## config.mk

```make
export PLATFORM = sky130hd
export DESIGN_NAME = sprite_reg_commit
export DESIGN_NICKNAME = d
export VERILOG_FILES = /design/src/rtl/sprite_reg_commit.sv
export SDC_FILE = /design/constraint.sdc
export NUM_CORES = 1
export LEC_CHECK = 0
export ABC_AREA = 1
export BUFFER_PORTS_ARGS = -buffer_cell sky130_fd_sc_hd__buf_2
export CAP_MARGIN = 20
export CORE_ASPECT_RATIO = 1.2
export CORE_MARGIN = 2
export CORE_UTILIZATION = 61
export CTS_CLUSTER_DIAMETER = 30
export DETAILED_ROUTE_END_ITERATION = 10
export PLACE_DENSITY = 0.92
export RECOVER_POWER = 25
export SYNTH_ARGS = -nofsm -noshare
export SYNTH_HDL_FRONTEND = slang
export SYNTH_SLANG_ARGS = --single-unit
```

## constraint.sdc

```tcl
create_clock -name clk -period 5.8 [get_ports clk]
set_input_delay 0 -clock clk [delete_from_list [all_inputs] [get_ports clk]]
set_output_delay 0 -clock clk [all_outputs]
set_load 0.005 [all_outputs]
```

## src/rtl/sprite_reg_commit.sv

```systemverilog
// Vblank-synchronised commit scheduler: host writes to sprite/score position registers
// are queued and applied only during vertical blanking, so the display never tears.
module sprite_reg_commit #(
  parameter int unsigned DEPTH   = 8,
  parameter int unsigned NREGS   = 12,
  parameter int unsigned VACTIVE = 480
) (
  input  logic        clk,
  input  logic        reset,
  input  logic        chipselect,
  input  logic        write,
  input  logic        read,
  input  logic [8:0]  address,
  input  logic [31:0] writedata,
  output logic [31:0] readdata,
  input  logic [9:0]  vcount,
  output logic        reg_we,
  output logic [3:0]  reg_addr,
  output logic [7:0]  reg_data,
  output logic        irq
);

  localparam int unsigned AW = $clog2(DEPTH);
  localparam int unsigned CW = $clog2(DEPTH + 1);
  localparam logic [8:0] StatusAddr = 9'h100;
  localparam logic [8:0] CtrlAddr   = 9'h101;

  typedef enum logic [1:0] {StIdle, StDrain, StDone} state_e;

  state_e        state_q, state_d;
  logic [11:0]   mem_q [DEPTH];
  logic [AW-1:0] wr_ptr_q, rd_ptr_q;
  logic [CW-1:0] count_q, count_d;
  logic          vblank_q;
  logic [15:0]   frame_count_q;
  logic          overflow_q, irq_q;
  logic          reg_we_q;
  logic [3:0]    reg_addr_q;
  logic [7:0]    reg_data_q;
  logic [31:0]   readdata_q;

  logic        wr_en, push_req, ctrl_wr, vblank, vb_rise;
  logic        empty, full, pop, push, irq_set, overflow_set;
  logic [11:0] head;
  logic [31:0] status;
  logic        unused_wdata;

  assign unused_wdata = ^writedata[31:8];

  assign wr_en    = chipselect & write;
  assign push_req = wr_en & (address < 9'(NREGS));
  assign ctrl_wr  = wr_en & (address == CtrlAddr);
  assign vblank   = (vcount >= 10'(VACTIVE));
  assign vb_rise  = vblank & ~vblank_q;
  assign empty    = (count_q == '0);
  assign full     = (count_q == CW'(DEPTH));
  assign head     = mem_q[rd_ptr_q];

  // Full is judged after a same-cycle pop, so a push into a draining full FIFO is kept.
  assign push         = push_req & (~full | pop);
  assign overflow_set = push_req & full & ~pop;
  assign count_d      = count_q + CW'(push) - CW'(pop);

  assign status = {overflow_q, irq_q, 7'b0, 7'(count_q), frame_count_q};

  always_comb begin
    state_d = state_q;
    pop     = 1'b0;
    irq_set = 1'b0;
    unique case (state_q)
      StIdle: begin
        if (vb_rise) state_d = StDrain;
      end
      StDrain: begin
        if (!vblank) begin
          state_d = StIdle;
        end else if (empty) begin
          state_d = StDone;
          irq_set = 1'b1;
        end else begin
          pop = 1'b1;
        end
      end
      StDone: begin
        if (!vblank) state_d = StIdle;
      end
      default: state_d = StIdle;
    endcase
  end

  always_ff @(posedge clk) begin
    if (push) mem_q[wr_ptr_q] <= {address[3:0], writedata[7:0]};
  end

  always_ff @(posedge clk or posedge reset) begin
    if (reset) begin
      state_q       <= StIdle;
      wr_ptr_q      <= '0;
      rd_ptr_q      <= '0;
      count_q       <= '0;
      vblank_q      <= 1'b0;
      frame_count_q <= '0;
      overflow_q    <= 1'b0;
      irq_q         <= 1'b0;
      reg_we_q      <= 1'b0;
      reg_addr_q    <= '0;
      reg_data_q    <= '0;
      readdata_q    <= '0;
    end else begin
      state_q       <= state_d;
      count_q       <= count_d;
      vblank_q      <= vblank;
      frame_count_q <= frame_count_q + 16'(vb_rise);
      if (push) wr_ptr_q <= wr_ptr_q + AW'(1);
      if (pop) rd_ptr_q <= rd_ptr_q + AW'(1);
      // Sets win over a same-cycle clear so no event is lost.
      overflow_q <= overflow_set | (overflow_q & ~(ctrl_wr & writedata[0]));
      irq_q      <= irq_set | (irq_q & ~(ctrl_wr & writedata[1]));
      reg_we_q   <= pop;
      if (pop) begin
        reg_addr_q <= head[11:8];
        reg_data_q <= head[7:0];
      end
      if (chipselect & read) begin
        readdata_q <= (address == StatusAddr) ? status : '0;
      end
    end
  end

  assign readdata = readdata_q;
  assign reg_we   = reg_we_q;
  assign reg_addr = reg_addr_q;
  assign reg_data = reg_data_q;
  assign irq      = irq_q;

endmodule
```

==> results.json <==
{
  "endpoint_kind": "flop",
  "power.density_mw_per_mm2": 427,
  "area_growth_pct": 16.4,
  "dp_hpwl_um": 9440,
  "worstPathRequired_ns": 6.10,
  "worstSetupPathType": "flop to flop",
  "wl_per_cell_um": 20.2,
  "drt_wl_total_um": 17500,
  "cts_made_buffers": 17,
  "synth.distinct_cells": 33,
  "clk_path_buf_depth": 2,
  "synth_top_family_by_area": "simple AND/OR/NAND/NOR gates",
  "rsz0062_at_grt": "no",
  "core_mm2": 0.0110,
  "min_from": "vcount[5]",
  "dieArea_mm2": 0.0121,
  "fill_cells": 642,
  "hold_class": "input port to flop",
  "ir_drop_v": 0.000281,
  "finalInstanceArea_mm2": 0.00798,
  "crit_fanout": 18,
  "grt_usage": 0.308,
  "netSwitchingPower_mw": 1.11,
  "drc_errors": 0,
  "worst_pin_slew_ns": 1.09,
  "r2r_end": "count_q[2]$_DFF_PP0_",
  "relSlewSlack": 0.275,
  "gp_congestion": 0.904,
  "hold_violations": 0,
  "yosys.area_share.simple": 0.192,
  "maxCapViolations": 0,
  "row_count": 42,
  "status": "finished, final reports clean",
  "grt_max_degree": 67,
  "setup_viol": 0,
  "place_area_mm2": 0.00723,
  "antenna-diode-count": 0,
  "synth_xor_area_frac": 0.0204,
  "postRouteAntennaNets": 0,
  "cts_htree_levels": 4,
  "p_comb_frac": 0.239,
  "drtPass1Iterations": 6,
  "pre_cts_ws_ns": 3.34,
  "fin_nets": 788,
  "synthAdderAreaFrac": 0.0194,
  "die_h_um": 120,
  "fin_worst_skew_ns": 0.00811,
  "cts_tree": "yes",
  "ios": 102,
  "grt.overflow.total": 0,
  "synth_seq_cells": 162,
  "fmax_mhz": 390,
  "finalSetupTns_ns": 0,
  "drt_iter0_drc": 581,
  "antenna_found_initial": 0,
  "start_kind": "flop",
  "fin_ws_ns": 3.23,
  "postCtsSetupBuffers": 0,
  "vias_per_cell": 6.15,
  "ys_warn_count": 0,
  "period_needed_ns": 2.57,
  "ys_seq_area_frac": 0.662,
  "reg2reg_depth": 10,
  "netlist_area_mm2": 0.00685,
  "p_seq_frac": 0.425,
  "grt_pass1_vias": 5397,
  "p_int_mw": 2.29,
  "synth_compound_area_frac": 0.0575,
  "critPathArrivalTime_ns": 2.87,
  "hold_path_depth": 5,
  "multiInputGateArea_mm2": 0.00202,
  "clkPwrFrac": 0.337,
  "start_util": 0.624,
  "cts_sinks": 162,
  "fp.dieW_um": 101,
  "switching_share": 0.326,
  "leakage_nw": 3.34,
  "hold_end": "state_q[1]$_DFFE_PP0P_",
  "regToRegSetupSlack_ns": 3.23,
  "syn_area_per_cell_um2": 10.7,
  "vias": 5330,
  "seqCellArea_mm2": 0.00453,
  "drive_gt1_frac": 0.137,
  "clk_latency_ns": 0.43,
  "root_buffer": "clkbuf_16",
  "muxShareOfSynthArea": 0,
  "finalCritPeriodShare": 0.443,
  "rr_startpoint": "count_q[2]$_DFF_PP0_",
  "synthCells": 640,
  "portBuffers": 62,
  "clk_pin_slew_ns": 0.06,
  "maxSlewViolCount": 0,
  "grt_pass1_wl_um": 27600
}
==> layout by cell type, fill, tap and decap left out <==
cell type      instances
nor2_1               118
clkbuf_8               2
or2_1                  1
nand3b_1               2
bufinv_16              3
buf_2                 50
inv_1                 27
clkbuf_16             17
and2_1                 1
dfrtp_1               66
o21ai_0               59
nand2_1              119
xnor2_1                6
a21oi_1                2
o21ai_1               13
inv_2                  3
clkinv_4               2
clkbuf_1              15
edfxtp_1              96
o31ai_1                1
nor2_4                 1
o21ai_4                1
fa_1                   1
clkinvlp_4             2
buf_4                 10
ha_1                   9
xor2_1                10
conb_1                10
nand3_1               49
clkinv_2               3
nor3b_1                1
dlygate4sd3_1         17
clkinv_1               1
nor3_2                 2
nand4_1                6
nand3_2                3
nor3_1                 4
nand3_4                1
nand2_4                1
==> how the worst max path moves through the flow <==
| stage | start | to | slack, ns | cells after the start |
|---|---|---|---|---|
| after CTS | count_q[2]$_DFF_PP0_ | count_q[2]$_DFF_PP0_ | 3.27 | 10 |
| after floorplan | count_q[2]$_DFF_PP0_ | mem_q[1][0]$_DFFE_PP_ | 3.84 | 7 |
| after detailed placement | count_q[2]$_DFF_PP0_ | mem_q[2][2]$_DFFE_PP_ | 3.34 | 8 |
| after global routing | count_q[2]$_DFF_PP0_ | count_q[2]$_DFF_PP0_ | 3.12 | 10 |
| after global placement | count_q[2]$_DFF_PP0_ | count_q[2]$_DFF_PP0_ | 3.48 | 10 |
| final | count_q[2]$_DFF_PP0_ | count_q[2]$_DFF_PP0_ | 3.23 | 10 |
==> routing by layer <==
metal	global-route usage	share of wire	up-vias
met5	0	0	-
met2	0.510	0.51	418
met4	0.192	0.054	0
met1	0.358	0.34	2533
met3	0.0740	0.097	91
li1	-	-	2288
==> cells by family (layout without fill, tap and decap cells) <==
| group | after synthesis | count (layout) |
|---|---|---|
| other | 1 | 10 |
| XOR/XNOR | 16 | 16 |
| AO/OA/AOI/OAI | 76 | 76 |
| adder cells (fa/ha/maj) | 10 | 10 |
| flip-flops | 162 | 162 |
| buffers and inverters | 66 | 152 |
| AND/OR/NAND/NOR | 309 | 309 |
==> power by group through the flow <==
stage	logic (mW)	registers (mW)	clock network [mW]
6_report	0.812	1.45	1.15
5_1_grt	0.897	1.45	1.19
4_1_cts	0.791	1.44	1.14
3_5_place_dp	0.741	1.46	0
3_3_place_gp	0.690	1.45	0
2_1_floorplan	0.587	1.41	0
==> registers in the layout, indices dropped and copies added (netlist names) <==
register / cells
overflow_q: 1
wr_ptr_q: 3
vblank_q: 1
count_q: 4
irq: 1
reg_data: 8
rd_ptr_q: 3
state_q: 2
reg_we: 1
reg_addr: 4
mem_q: 96
readdata: 22
frame_count_q: 16
==> metrics by stage <==
stage	power (mW)	util	hold WS (ns)	cells
global placement	2.14	0.658	0.257	818
detailed placement	2.20	0.658	0.269	818
finish	3.40	0.727	0.0185	867
global route	3.54	0.727	0.0357	867
floorplan	2.00	-	0.0989	649
CTS	3.37	0.728	0.00985	867
==> final cells by class <==
| type | instances | share of cell area |
|---|---|---|
| multi-input combinational | 421 | 0.253 |
| sequential | 162 | 0.568 |
| tap | 132 | 0.0207 |
| timing repair buffer | 89 | 0.0677 |
| inverter | 31 | 0.0152 |
| clock inverter | 10 | 0.0166 |
| clock buffer | 22 | 0.0582 |
==> cells in the mapped netlist, drive strengths merged <==
library cell	count	area, µm²
nand2	120	458
nor3b	1	7.51
edfxtp	96	2880
o31ai	1	7.51
clkbuf	10	37.5
a21oi	2	10.0
dfrtp	66	1650
or2	1	6.26
buf	25	173
xor2	10	87.6
nor2	119	454
and2	1	6.26
nand3	53	293
fa	1	20.0
o21ai	73	377
inv	30	113
xnor2	6	52.6
nor3	6	40.0
nand3b	2	15.0
nand4	6	37.5
conb	1	3.75
clkinv	1	8.76
ha	9	113
==> critical path: stages, from the launching register on <==
cell,delay [ns]
dfrtp_1,0.39
inv_1,0.12
ha_1,0.20
nand2_1,0.11
nand3_4,0.28
clkinv_4,0.24
nand2_1,0.21
nand2_1,0.10
ha_1,0.22
fa_1,0.40
xor2_1,0.17
==> repair_timing <==
action | 4_1_cts | 5_1_grt
hold buffers | 17 | 0
gates resized for setup | 0 | 0
endpoints found under the hold margin | 165 | 0
(Power assumes the default switching activity.)
